--- config.mk ---
export PLATFORM = sky130hd
export DESIGN_NAME = sdram_arbiter
export DESIGN_NICKNAME = d
export VERILOG_FILES = /design/src/rtl/sdram_arbiter.sv
export SDC_FILE = /design/constraint.sdc
export NUM_CORES = 1
export LEC_CHECK = 0
export CORE_MARGIN = 5
export CORE_UTILIZATION = 30
export CTS_CLUSTER_SIZE = 40
export DETAILED_ROUTE_END_ITERATION = 6
export GPL_ROUTABILITY_DRIVEN = 0
export GPL_TIMING_DRIVEN = 1
export PLACE_DENSITY = 0.8
export SKIP_LAST_GASP = 1
export SLEW_MARGIN = 30
export SYNTH_ARGS = -nofsm -noshare
export SYNTH_HDL_FRONTEND = slang
export SYNTH_SLANG_ARGS = --single-unit
--- constraint.sdc ---
create_clock -name clk_clk -period 3.7 [get_ports clk_clk]
set_input_delay 0.555 -clock clk_clk [delete_from_list [all_inputs] [get_ports clk_clk]]
set_output_delay 0.555 -clock clk_clk [all_outputs]
set_load 0.03 [all_outputs]
--- src/rtl/sdram_arbiter.sv ---
// Two-master arbiter onto the SDRAM s1 port. The grant is registered one cycle after the request; commands and read returns are then combinational.
// Backpressure: s1 waitrequest passes through to the granted master, and reads also stall while the tag FIFO holds MAX_PENDING entries.
module sdram_arbiter #(
    parameter int ADDR_W      = 22,
    parameter int DATA_W      = 16,
    parameter int MAX_PENDING = 8,
    parameter int MAX_RUN     = 16
) (
    input  logic              clk_clk,
    input  logic              reset_reset,
    input  logic [ADDR_W-1:0] a_address,
    input  logic              a_read,
    input  logic              a_write,
    input  logic [DATA_W-1:0] a_writedata,
    input  logic [1:0]        a_byteenable,
    output logic              a_waitrequest,
    output logic [DATA_W-1:0] a_readdata,
    output logic              a_readdatavalid,
    input  logic [ADDR_W-1:0] b_address,
    input  logic              b_read,
    input  logic              b_write,
    input  logic [DATA_W-1:0] b_writedata,
    input  logic [1:0]        b_byteenable,
    output logic              b_waitrequest,
    output logic [DATA_W-1:0] b_readdata,
    output logic              b_readdatavalid,
    output logic [ADDR_W-1:0] sdram_s1_address,
    output logic [1:0]        sdram_s1_byteenable_n,
    output logic              sdram_s1_chipselect,
    output logic [DATA_W-1:0] sdram_s1_writedata,
    output logic              sdram_s1_read_n,
    output logic              sdram_s1_write_n,
    input  logic [DATA_W-1:0] sdram_s1_readdata,
    input  logic              sdram_s1_readdatavalid,
    input  logic              sdram_s1_waitrequest,
    output logic              rsp_err
);

    localparam int PTR_W = (MAX_PENDING > 1) ? $clog2(MAX_PENDING) : 1;
    localparam int CNT_W = PTR_W + 1;
    localparam int RUN_W = $clog2(MAX_RUN + 1);

    typedef enum logic [1:0] {IDLE, GRANT_A, GRANT_B} state_t;

    state_t                 r_state;
    state_t                 w_state_nxt;
    logic [RUN_W-1:0]       r_run_cnt;
    logic [MAX_PENDING-1:0] r_tag;
    logic [PTR_W-1:0]       r_wptr;
    logic [PTR_W-1:0]       r_rptr;
    logic [CNT_W-1:0]       r_cnt;
    logic                   r_rsp_err;

    logic                   w_a_req;
    logic                   w_b_req;
    logic                   w_g_read;
    logic                   w_g_write;
    logic [ADDR_W-1:0]      w_g_addr;
    logic [DATA_W-1:0]      w_g_wdata;
    logic [1:0]             w_g_be;
    logic                   w_full;
    logic                   w_empty;
    logic                   w_blocked;
    logic                   w_cs;
    logic                   w_accept;
    logic                   w_run_last;
    logic                   w_push;
    logic                   w_pop;
    logic                   w_head;

    assign w_a_req = a_read | a_write;
    assign w_b_req = b_read | b_write;

    always_comb begin
        w_g_read  = 1'b0;
        w_g_write = 1'b0;
        w_g_addr  = '0;
        w_g_wdata = '0;
        w_g_be    = 2'b00;
        case (r_state)
            GRANT_A: begin
                w_g_read  = a_read;
                w_g_write = a_write;
                w_g_addr  = a_address;
                w_g_wdata = a_writedata;
                w_g_be    = a_byteenable;
            end
            GRANT_B: begin
                w_g_read  = b_read;
                w_g_write = b_write;
                w_g_addr  = b_address;
                w_g_wdata = b_writedata;
                w_g_be    = b_byteenable;
            end
            default: ;
        endcase
    end

    // Full check uses the registered count; a same-cycle pop does not unblock.
    assign w_full     = (r_cnt == CNT_W'(MAX_PENDING));
    assign w_empty    = (r_cnt == '0);
    assign w_blocked  = w_g_read & w_full;
    assign w_cs       = (w_g_read | w_g_write) & ~w_blocked;
    assign w_accept   = w_cs & ~sdram_s1_waitrequest;
    assign w_run_last = (r_run_cnt >= RUN_W'(MAX_RUN - 1));
    assign w_push     = w_accept & w_g_read;
    assign w_pop      = sdram_s1_readdatavalid & ~w_empty;
    assign w_head     = r_tag[r_rptr];

    assign sdram_s1_chipselect   = w_cs;
    assign sdram_s1_read_n       = ~w_g_read;
    assign sdram_s1_write_n      = ~(w_g_write & ~w_g_read);
    assign sdram_s1_byteenable_n = ~w_g_be;
    assign sdram_s1_address      = w_g_addr;
    assign sdram_s1_writedata    = w_g_wdata;

    assign a_waitrequest   = (r_state == GRANT_A) ? (sdram_s1_waitrequest | w_blocked) : 1'b1;
    assign b_waitrequest   = (r_state == GRANT_B) ? (sdram_s1_waitrequest | w_blocked) : 1'b1;
    assign a_readdata      = sdram_s1_readdata;
    assign b_readdata      = sdram_s1_readdata;
    assign a_readdatavalid = w_pop & ~w_head;
    assign b_readdatavalid = w_pop & w_head;
    assign rsp_err         = r_rsp_err;

    // A pending unaccepted command always keeps the grant, so s1 inputs stay stable.
    always_comb begin
        w_state_nxt = r_state;
        case (r_state)
            IDLE: begin
                if (w_a_req)      w_state_nxt = GRANT_A;
                else if (w_b_req) w_state_nxt = GRANT_B;
            end
            GRANT_A: begin
                if (!w_a_req)                             w_state_nxt = w_b_req ? GRANT_B : IDLE;
                else if (w_accept && w_run_last && w_b_req) w_state_nxt = GRANT_B;
            end
            GRANT_B: begin
                if (!w_b_req)                             w_state_nxt = w_a_req ? GRANT_A : IDLE;
                else if (w_accept && w_run_last && w_a_req) w_state_nxt = GRANT_A;
            end
            default: w_state_nxt = IDLE;
        endcase
    end

    always_ff @(posedge clk_clk) begin
        if (reset_reset) begin
            r_state   <= IDLE;
            r_run_cnt <= '0;
            r_wptr    <= '0;
            r_rptr    <= '0;
            r_cnt     <= '0;
            r_rsp_err <= 1'b0;
        end else begin
            r_state <= w_state_nxt;
            if (w_state_nxt != r_state)
                r_run_cnt <= '0;
            else if (w_accept && (r_run_cnt != RUN_W'(MAX_RUN)))
                r_run_cnt <= r_run_cnt + RUN_W'(1);

            if (w_push) begin
                r_tag[r_wptr] <= (r_state == GRANT_B);
                r_wptr        <= r_wptr + PTR_W'(1);
            end
            if (w_pop)
                r_rptr <= r_rptr + PTR_W'(1);

            case ({w_push, w_pop})
                2'b10:   r_cnt <= r_cnt + CNT_W'(1);
                2'b01:   r_cnt <= r_cnt - CNT_W'(1);
                default: ;
            endcase

            if (sdram_s1_readdatavalid && w_empty)
                r_rsp_err <= 1'b1;
        end
    end

endmodule

Yosys cells after proc, flatten, opt, wreduce, memory -nomap -nowiden
Cells that the tools add are included.
- output and inout bits: 80
- input bits: 104
- logic and storage cells: 76
- flip-flop bits (word level): 26
- eq/ne operators: 7
- $lt $le $gt $ge: 4
- reduce and logical (&&, ||, !) cells: 11
- add/sub/neg operators: 5
- bitwise gates (word level): 20
- mux-type cells: 22
- operator list (cell ; count):
    22-bit one-hot mux with 2 select lines ; 1
    16-bit one-hot mux with 2 select lines ; 1
    2-bit 2-to-1 mux ; 7
    1-bit bitwise AND ; 8
    8-bit bitwise mux ; 1
    3-bit by 4-bit < comparator with 1-bit output (second input constant) ; 2
    4-bit one-hot mux with 2 select lines ; 1
    1-bit NOT ; 7
    3-bit by 1-bit adder with 3-bit output (second input constant) ; 2
    1-bit logical AND ; 6
    2-bit one-hot mux with 3 select lines ; 1
    5-bit by 1-bit adder with 5-bit output (second input constant) ; 1
    5-bit by 4-bit greater-or-equal comparator with 1-bit output (second input constant) ; 1
    1-bit 2-to-1 mux ; 5
    5-bit inequality test (second input constant) ; 1
    4-bit by 1-bit adder with 4-bit output (second input constant) ; 1
    2-bit by 1-bit == test with 1-bit output (second input constant) ; 2
    2-bit == test (second input constant) ; 2
    4-bit == test (second input constant) ; 1
    4-bit zero test ; 1
    1-bit OR ; 4
    1-bit one-hot mux with 2 select lines ; 2
    2-bit one-hot mux with 2 select lines ; 1
    4-bit by 1-bit subtractor with 4-bit output (second input constant) ; 1
    other kinds (9) ; 9

Logic depth before layout (Yosys ltp)
Gate-level depths: netlist of the first run.
- word-level depth: 13
- mapped depth: 12
- gate-level depth less buffers: 12

Least setup slack after synthesis of the first run
OpenSTA, ideal clock, no wires.
- kind: reg-to-reg
- start point: register r_state[0]
- end point: register r_cnt[3]
- data arrival time: 2799 ps
- path slack: 830 ps
- buffers on the path: 1
- required time: 3629 ps
- stages on the path, launching flop included: 13
- setup time: 71 ps
- clock period less this slack: 2870 ps
- cell sequence: dfxtp_1 inv_1 ha_1 nor2b_1 clkbuf_1 nand2_1 ha_1 ha_1 a21o_2 a21oi_1 xnor2_1 or3_1 a21oi_1
- longest elaborated chain between the ends: 9
- elaborated cells between the ends (all ways): 14
- those cells by class: eq/ne: 4; mux: 3; bitwise: 6; reduce/logical: 1
- ends and longest elaborated chain (what ; line ; RTL):
    start: declaration ; 45 ; state_t r_state;
    start signal: assignment ; 154 ; r_state <= w_state_nxt;
    2-bit == test / 2-bit by 1-bit == test with 1-bit output (equally long branches) ; 80 ; case (r_state)
    1-bit one-hot mux with 2 select lines ; 80 ;
    1-bit bitwise AND ; 102 ; assign w_blocked = w_g_read & w_full;
    1-bit NOT ; 103 ; assign w_cs = (w_g_read | w_g_write) & ~w_blocked;
    1-bit bitwise AND ; 103 ;
    1-bit bitwise AND ; 104 ; assign w_accept = w_cs & ~sdram_s1_waitrequest;
    1-bit bitwise AND (*) ; 106 ; assign w_push = w_accept & w_g_read;
    2-bit by 1-bit == test with 1-bit output / 2-bit == test (equally long branches) ; 167 ; case ({w_push, w_pop})
    4-bit one-hot mux with 2 select lines / 2-bit nonzero test (equally long branches) ; n/a ;
    end signal: assignment ; 168 ; 2'b10: r_cnt <= r_cnt + CNT_W'(1);
    end signal: assignment ; 169 ; 2'b01: r_cnt <= r_cnt - CNT_W'(1);
    end: declaration ; 51 ; logic [CNT_W-1:0] r_cnt;
Every way passes the cells marked *; elsewhere a longest branch is shown, timed or not.
A chain may end at the register's enable or synchronous reset.

Worst setup path after layout of the first run
- start point: register r_state[1]
- end point: output port sdram_s1_address[5]
- longest elaborated chain between the ends: 2
- elaborated cells between the ends (all ways): 3
- those cells by class: eq/ne: 2; mux: 1
- ends and longest elaborated chain (what ; line ; RTL):
    2-bit == test / 2-bit by 1-bit == test with 1-bit output (equally long branches) ; 80 ;
    22-bit one-hot mux with 2 select lines (*) ; 80 ;
    end: declaration ; 27 ; output logic [ADDR_W-1:0] sdram_s1_address,
Marked as above.

==> results of run 1 <==
==> kinds of logic after synthesis <==
| logic type | count (synthesis) | synth area share [%] |
|---|---|---|
| buffers and inverters | 59 | 13.5 |
| AOI/OAI and AO/OA | 88 | 25.3 |
| and+or+nand+nor | 110 | 24.1 |
| xor gates and xnor gates | 10 | 3.47 |
| DFF | 26 | 23.8 |
| adders and majority gates | 13 | 6.74 |
| muxes | 5 | 3.02 |
==> worst max-delay path, delay by kind of cell (launching register included) <==
family                     cells  cell delay (ps)
buffers and inverters          3             1340
DFF                            1              370
adders and majority gates      1              390
AOI/OAI and AO/OA              1              170
and+or+nand+nor                1              140
==> area by class of cell <==
class,instances,area (um^2),share of cell area [%]
Timing Repair Buffer,141,1390,36.5
Sequential cell,26,601,15.7
Clock inverter,1,30.0,0.786
Tap cell,105,131,3.44
Multi-Input combinational cell,226,1590,41.5
Inverter,10,37.5,0.983
Clock buffer,3,41.3,1.08
==> metrics by stage <==
stage                     setup WS [ps]  area [um^2]  total power, mW  instances  hold WS, ps
after floorplan                     830         2520            0.773        311          469
after global placement              637         3750            0.956        508          449
after detailed placement            524         3750            0.964        508          493
after CTS                           464         3820             1.20        512          514
after global routing                245         3820             1.26        512          567
final                               459         3820             1.19        512          504
==> path summary, 6_finish.rpt <==
check	startpoint	end	slack [ps]	depth (start not counted)
setup reg to reg	r_state[1]	r_cnt[3]	760	12
hold reg to reg	rsp_err	rsp_err	500	2
hold / removal	rsp_err	rsp_err	500	2
setup / recovery	r_state[1]	sdram_s1_address[5]	460	6
==> synthesized netlist by cell type (2+ instances only) <==
master / count / area, um^2
buf_4: 32 / 240
nor2b_1: 40 / 250
or2_2: 3 / 18.8
clkbuf_1: 15 / 56.3
xor2_1: 5 / 43.8
edfxtp_1: 8 / 240
inv_1: 10 / 37.5
dfxtp_1: 18 / 360
a22o_1: 4 / 35.0
a22oi_1: 41 / 308
nor2_1: 22 / 82.6
ha_1: 12 / 150
nand2_1: 21 / 78.8
mux2i_1: 2 / 20.0
nand3_1: 3 / 15.0
or3_1: 2 / 12.5
o21ai_0: 7 / 35.0
and2_1: 2 / 12.5
o211ai_1: 4 / 30.0
nand4bb_1: 2 / 22.5
and3_1: 2 / 12.5
mux4_2: 2 / 45.0
a31oi_1: 2 / 12.5
nand2b_1: 3 / 18.8
buf_1: 2 / 7.51
o2111ai_1: 2 / 17.5
a21oi_1: 15 / 75.1
xnor2_1: 5 / 43.8
nor3_1: 4 / 20.0
==> registers in the layout, indices dropped and copies added, names as in the netlist <==
register and cells:
rsp_err 1, r_rptr 3, r_run_cnt 5, r_cnt 4, r_state 2, r_wptr 3, r_tag 8
==> power by group <==
group | internal [mW] | total (mW) | leakage, nW | switching, mW
Clock | 0.145 | 0.229 | 0.0357 | 0.0848
Sequential | 0.304 | 0.318 | 0.219 | 0.0140
Combinational | 0.304 | 0.638 | 1.02 | 0.334
==> metal layers <==
| layer | share of wire (%) | vias up | routed length [um] | global-route usage [%] |
|---|---|---|---|---|
| met4 | 0.82 | 0 | 65 | 1.84 |
| met2 | 55 | 98 | 4370 | 27.3 |
| li1 | - | 1275 | - | - |
| met5 | 0 | - | 0 | 0 |
| met1 | 37 | 1241 | 2910 | 15.7 |
| met3 | 7.3 | 4 | 576 | 3.72 |
==> results_dict.tcl, run 1 <==
set metrics [dict create \
    cts_setup_buffers 0 \
    drt_wl_total_um 7920 \
    antenna_found_initial 0 \
    path_class "register to output port" \
    clockBufferDepth 2 \
    yosys_register_bits 26 \
    syn_nets 428 \
    fin_crit_sh_pct 87.6 \
    synth_flop_cell "dfxtp_1" \
    rsz0062_at_grt "no" \
    relSlewSlack_pct 57.3 \
    ys_seq_area_share_pct 23.8 \
    fin_skew_ps 5.17 \
    synthArstFlopShare_pct 0 \
    synth_area_um2 2520 \
    drt-pass1-iter-count 4 \
    h-tree-depth 1 \
    cts_resized 0 \
    cts_root_buf "clkbuf_8" \
    avgSynthCellArea_um2 8.12 \
    place.detailed.hpwl_um 6570 \
    cp-end-kind "output port" \
    ios 184 \
    cp-start-kind "register" \
    clkLatencyLatePin_ps 260 \
    ir_worst_vdd_uv 179 \
    dieArea_um2 10400 \
    drtIter0Drc 63 \
    status "finished, final reports clean" \
    path_max_fanout 42 \
    io_buffers 135 \
    arrival_ps 2690 \
    post-route-util_pct 46.5 \
    min_period_ps 3240 \
    p_leak_nw 1.28 \
    n_fill_cell 785 \
    crit_chain "inv_1, ha_1, buf_4, a22oi_1, nor2b_1, clkdlybuf4s50_1" \
    num_rows 33 \
    cap_violations 0 \
    cellPowerDensity_nw_per_um2 310 \
    grt_pass1_vias 2440 \
    most-common-layout-cells "clkdlybuf4s50_1, a22oi_1, nor2b_1" \
    slew_violations 0 \
    vias_per_cell 5.11 \
    clk_pin_slew_ps 90 \
    drive_above_1_share_pct 6.14 \
    synth_cells 311 \
    drc 0 \
    antenna_cells 0 \
    core_um2 8220 \
    die_h_um 102 \
    fmax_mhz 309 \
    critical-path-max-stage-delay_ps 720 \
    postRouteAntennaNets 0 \
    final_common_cell "clkdlybuf4s50_1" \
    cts_tree "built" \
    cp_slowest_cell "clkdlybuf4s50_1" \
    die-width_um 102 \
    initial_core_util_pct 30.7 \
    overflow 0 \
    worstPathRequired_ps 3140 \
    hold_viol_final 0 \
    routedWlPerCell_um 15.5 \
    cts_hold_buf 0 \
    nets 525 \
    ys.warnings.count 0 \
    tightest_slew_ps 640 \
    syn2layout_area_growth_pct 51.3 \
    grt_use_total_pct 14.1 \
    vias 2618 \
    synth_enable_flop_cells 8 \
    grt_max_degree 53 \
    grt_first_pass_wirelength_um 11800 \
    cts_buffers 3 \
    setup_tns_ps 0 \
    clock_sinks 26 \
    min_path_type "register to register" \
    ys_types 50 \
    finalSetupViolCount 0 \
]
(Power assumes the default switching activity.)
==> run 2: changes to the inputs <==
--- a/config.mk
+++ b/config.mk
@@ -5,8 +5,10 @@
 export SDC_FILE = /design/constraint.sdc
 export NUM_CORES = 1
 export LEC_CHECK = 0
+export ABC_AREA = 1
 export CORE_MARGIN = 5
 export CORE_UTILIZATION = 30
+export CTS_BUF_LIST = sky130_fd_sc_hd__clkbuf_2
 export CTS_CLUSTER_SIZE = 40
 export DETAILED_ROUTE_END_ITERATION = 6
 export GPL_ROUTABILITY_DRIVEN = 0
==> constraint.sdc (replaced) <==
create_clock -name clk_clk -period 3.85 [get_ports clk_clk]
set_input_delay 0.5775 -clock clk_clk [delete_from_list [all_inputs] [get_ports clk_clk]]
set_output_delay 0.5775 -clock clk_clk [all_outputs]
set_load 0.03 [all_outputs]
==> run 2 against run 1 <==
  * Synthesized area is 1.6% lower
  * Critical endpoint is now sdram_s1_write_n
  * Highest routed layer unchanged
  * Largest power group unchanged
  * Worst setup slack improved by 12 ps
  * Routed wire length increased by 3.1%
  * Die area shrank 1.4%
  * Critical path type unchanged
  * Core utilization down 0.77 points
  * Count of clock-buffer cells in the layout unchanged
  * Final area fell by 2.7%
  * Worst hold slack lost 27 ps
  * Total power increased by 1.1%
==> results_dict.tcl, run 2 <==
set metrics [dict create \
    status "finished, final reports clean" \
    arrival_ps 2800 \
    top_register "r_tag" \
    crit_chain "inv_1, ha_1, inv_2, nor2_4, nand2_4, clkdlybuf4s50_1" \
    die_h_um 101 \
    ir_worst_vdd_uv 120 \
    setup_tns_ps 0 \
    synth_compound_area_share_pct 16.2 \
    p_int_mw 0.687 \
    p_leak_nw 1.35 \
    drt-pass1-iter-count 4 \
    n_fill_cell 797 \
    final_common_cell "clkdlybuf4s50_1" \
    vias_per_cell 4.72 \
    syn2layout_area_growth_pct 49.6 \
    cts_root_buf "clkbuf_2" \
    report.power.total_mw 1.20 \
    num_rows 33 \
    clock_sinks 26 \
    avgSynthCellArea_um2 6.54 \
    fmax_mhz 296 \
    grt_use_total_pct 15.9 \
    crit_family "buffers and inverters" \
    clkLatencyLatePin_ps 360 \
    cp_slowest_cell "clkdlybuf4s50_1" \
    ys_top_cells_by_count "nand2_1, a21oi_1, inv_1" \
    ios 184 \
    synth_area_leaders "nand2_1, dfxtp_1, a21oi_1, buf_4, edfxtp_1" \
    grt_pass1_vias 2752 \
    min_period_ps 3380 \
    synth_top_family_by_area "simple AND/OR/NAND/NOR gates" \
    worstPathRequired_ps 3270 \
    antenna_found_initial 0 \
    drtIter0Drc 142 \
    tightest_slew_ps 666 \
    cts_resized 0 \
    cp-start-kind "register" \
    path_max_fanout 39 \
    seqPwrFrac_pct 29.1 \
    ys_types 35 \
    clk_pin_slew_ps 270 \
    io_buffers 135 \
    drc 0 \
    path_class "register to output port" \
    synth_area_um2 2480 \
    h-tree-depth 1 \
    post-route-util_pct 45.7 \
    cap_violations 0 \
    drive_above_1_share_pct 6.33 \
    met1_usage_pct 17.7 \
    slew_violations 0 \
    p_comb_share_pct 56.2 \
    grt_max_degree 49 \
    synthAdderAreaFrac_pct 6.85 \
    synth.mux.area_fraction_pct 0 \
    antenna_cells 0 \
    grt_first_pass_wirelength_um 13100 \
    yosys_register_bits 26 \
    overflow 0 \
    synthDominantCellAreaShare_pct 15.7 \
    ys.warnings.count 0 \
    relSlewSlack_pct 55.6 \
    postRouteAntennaNets 0 \
    core_um2 8130 \
    busiest_layer "met2" \
    layout.cells.non_filler 579 \
    ys_seq_area_share_pct 24.2 \
    yosysMostFrequentCell "nand2_1" \
    cts_tree "built" \
    cp-end-kind "output port" \
    vias 2733 \
    initial_core_util_pct 30.5 \
    synth_flop_cell "dfxtp_1" \
    largest_register_ffs 8 \
    dieArea_um2 10200 \
    routedWlPerCell_um 14.1 \
    cts_setup_buffers 0 \
    p_sw_mw 0.511 \
    critical-path-max-stage-delay_ps 720 \
    synth_enable_flop_cells 8 \
    cts_hold_buf 0 \
    syn_nets 497 \
    yosys.area.top_type "nand2_1" \
    nets 592 \
    fin_crit_sh_pct 87.8 \
    reg.largest.list "r_tag (8), r_run_cnt (5), r_cnt (4)" \
    die-width_um 101 \
    min_path_type "register to register" \
    met2_usage_pct 28.1 \
    fin_skew_ps 15.7 \
    rsz0062_at_grt "no" \
    hold_viol_final 0 \
    finalSetupViolCount 0 \
    critical_path_buf_inv_count 3 \
    p_clk_share_pct 14.7 \
    synthArstFlopShare_pct 0 \
    synth_cells 380 \
    most-common-layout-cells "clkdlybuf4s50_1, nand2_1, a21oi_1" \
    cts_buffers 3 \
    yosys.area_share.simple_pct 32.8 \
    cellPowerDensity_nw_per_um2 322 \
    place.detailed.hpwl_um 6760 \
    clockBufferDepth 2 \
    dp_cells 575 \
    drt_wl_total_um 8170 \
    met3_usage_pct 6.51 \
    swShare_pct 42.7 \
    synth-xor-area-share_pct 1.41 \
]
-- run 2: kinds of logic (layout without fill, tap and decap cells) --
family | Yosys count | count (layout)
and+or+nand+nor | 177 | 177
buffers and inverters | 87 | 181
AOI/OAI and AO/OA | 73 | 73
DFF | 26 | 26
adders and majority gates | 13 | 13
xor gates and xnor gates | 4 | 4
-- run 2: stage by stage --
step	setup slack [ps]	cell area, um^2	hold WS [ps]
final	471	3720	478
after global routing	147	3720	507
after CTS	438	3720	478
after detailed placement	525	3670	450
after global placement	657	3670	440
after floorplan	963	2480	444
-- run 2: area by class of cell --
type / count / area, um^2 / area share, %
clock buffer: 3 / 15.0 / 0.404
clock inverter: 1 / 30.0 / 0.808
inverter: 40 / 150 / 4.04
multi-input combinational: 267 / 1430 / 38.3
sequential: 26 / 601 / 16.2
tap: 105 / 131 / 3.53
timing repair buffer: 137 / 1370 / 36.7
-- run 2: tightest hold or removal path: cells and delay by family, from the launching register on --
family,cells,cell delay [ps]
buffers and inverters,1,50
DFF,1,370
AOI/OAI and AO/OA,1,50
-- run 2: path summary, 6_finish.rpt --
check,from,to,slack [ps],cells after the start
min reg2reg,rsp_err,rsp_err,480,2
max,r_state[0],sdram_s1_write_n,470,6
min,rsp_err,rsp_err,480,2
max reg2reg,r_state[0],r_cnt[3],490,17
-- run 2: metal layers --
metal  wire (um)  vias to the layer above
met4         153                        0
met5           0                        -
li1            -                     1375
met1        3110                     1229
met2        4100                      110
met3         805                       19
-- run 2: power by group through the flow --
stage | Clock, mW | Combinational (mW) | Sequential (mW)
3_5_place_dp | 0 | 0.674 | 0.354
3_3_place_gp | 0 | 0.661 | 0.352
4_1_cts | 0.181 | 0.677 | 0.348
2_1_floorplan | 0 | 0.486 | 0.353
5_1_grt | 0.191 | 0.751 | 0.355
6_report | 0.176 | 0.674 | 0.349
==> run 3: changes to the inputs <==
==> constraint.sdc (replaced) <==
create_clock -name clk_clk -period 4 [get_ports clk_clk]
set_input_delay 0.6 -clock clk_clk [delete_from_list [all_inputs] [get_ports clk_clk]]
set_output_delay 0.6 -clock clk_clk [all_outputs]
set_load 0.03 [all_outputs]
==> run 3 against run 2 <==
  * Combinational power is 3.3% lower
  * Total power is 3.3% lower
  * Flip-flop and latch count stayed put
  * Sequential share of layout area stayed put
  * Final cell count stayed put
  * Worst setup slack better by 140 ps
  * Global-route usage is 0.17 points lower
  * Via count is 0.80% lower
  * Final area stayed put
  * Largest cell class unchanged
  * Register-to-register slack better by 160 ps
  * Highest routed layer unchanged
  * Worst hold slack better by 4.0 ps
  * Largest power group unchanged
==> results_dict.tcl, run 3 (synthesized netlist as in run 2, its figures left out) <==
set metrics [dict create \
    path_class "register to output port" \
    clk_pin_slew_ps 270 \
    grt_first_pass_wirelength_um 12900 \
    met2_usage_pct 29.0 \
    num_rows 33 \
    final_common_cell "clkdlybuf4s50_1" \
    io_buffers 135 \
    post-route-util_pct 45.7 \
    ios 184 \
    p_leak_nw 1.35 \
    most-common-layout-cells "clkdlybuf4s50_1, nand2_1, a21oi_1" \
    cellPowerDensity_nw_per_um2 312 \
    tightest_slew_ps 673 \
    cts_hold_buf 0 \
    worstPathRequired_ps 3400 \
    relSlewSlack_pct 55.1 \
    cts_root_buf "clkbuf_2" \
    drt_wl_total_um 8150 \
    critical-path-max-stage-delay_ps 710 \
    finalSetupViolCount 0 \
    drt-pass1-iter-count 4 \
    r2r_setup_slack_ps 650 \
    status "finished, final reports clean" \
    dieArea_um2 10200 \
    crit_family "buffers and inverters" \
    slew_violations 0 \
    min_path_type "register to register" \
    place.detailed.hpwl_um 6720 \
    cp-end-kind "output port" \
    fin_crit_sh_pct 84.6 \
    die-width_um 101 \
    grt_max_degree 51 \
    r2r-end "r_cnt[3]" \
    setup_tns_ps 0 \
    vias 2711 \
    initial_core_util_pct 30.5 \
    crit_path_end "sdram_s1_write_n" \
    min_period_ps 3380 \
    largest_register_ffs 8 \
    cts_buffers 3 \
    clkLatencyLatePin_ps 360 \
    cts_tree "built" \
    overflow 0 \
    fin_skew_ps 4.32 \
    rsz0062_at_grt "no" \
    hold_viol_final 0 \
    core_um2 8130 \
    antenna_cells 0 \
    clock_sinks 26 \
    path_depth 6 \
    grt_use_total_pct 15.7 \
    cp-start-kind "register" \
    antenna_found_initial 0 \
    critical_path_buf_inv_count 3 \
    met3_usage_pct 5.67 \
    postRouteAntennaNets 0 \
    drc 0 \
    grt_pass1_vias 2715 \
    top_register "r_tag" \
    cp_slowest_cell "clkdlybuf4s50_1" \
    arrival_ps 2780 \
    drtIter0Drc 102 \
    vias_per_cell 4.68 \
    ir_worst_vdd_uv 125 \
    cts_resized 0 \
    crit_chain "inv_1, ha_1, inv_2, nor2_4, nand2_4, clkdlybuf4s50_1" \
    clockBufferDepth 2 \
    ff2ff_path_depth 17 \
    reg.largest.list "r_tag (8), r_run_cnt (5), r_cnt (4)" \
    nets 592 \
    busiest_layer "met2" \
    cts_setup_buffers 0 \
    r2r_start "r_state[1]" \
    cap_violations 0 \
    met1_usage_pct 17.4 \
    syn2layout_area_growth_pct 49.6 \
    routedWlPerCell_um 14.1 \
    h-tree-depth 1 \
    drive_above_1_share_pct 6.33 \
    fmax_mhz 295 \
    crit_start "r_state[0]" \
    die_h_um 101 \
    path_max_fanout 39 \
]
[run 3: routing by layer]
layer  part of all wire (%)  vias to the layer above
li1                       -                     1373
met1                     39                     1218
met2                     51                      101
met4                    1.2                        0
met5                      0                        -
met3                    8.7                       19
[run 3: worst min path at each step]
stage,startpoint,end,slack (ps),cells after the start
after floorplan,r_cnt[0],r_cnt[0],440,1
after global placement,rsp_err,rsp_err,440,2
after detailed placement,rsp_err,rsp_err,460,2
after CTS,rsp_err,rsp_err,490,2
after global routing,rsp_err,rsp_err,500,2
final,rsp_err,rsp_err,480,2
[run 3: final cells by class]
cell class	instances	area (um^2)
fill	822	4420
multi-input combinational	267	1430
tap	105	131
clock buffer	3	15.0
sequential	26	601
clock inverter	1	30.0
timing repair buffer	137	1370
inverter	40	150
[run 3: power breakdown]
part / internal, mW / switching (mW)
Sequential: 0.303 / 0.0323
Combinational: 0.273 / 0.379
Clock: 0.0859 / 0.0856
Total: 0.662 / 0.496
[run 3: tightest hold or removal path: cells and delay by family (launching register included)]
family	cells	cell delay, ps
compound gates	1	50
buf+inv	1	50
flops	1	380
[run 3: through the flow]
step	total power [mW]	setup WS, ps	hold slack (ps)	instances	cell area, um^2
after floorplan	0.807	1110	444	380	2480
after global placement	0.975	809	436	575	3670
after detailed placement	0.991	675	462	575	3670
after CTS	1.17	587	492	579	3720
after global routing	1.25	320	502	579	3720
final	1.16	615	482	579	3720
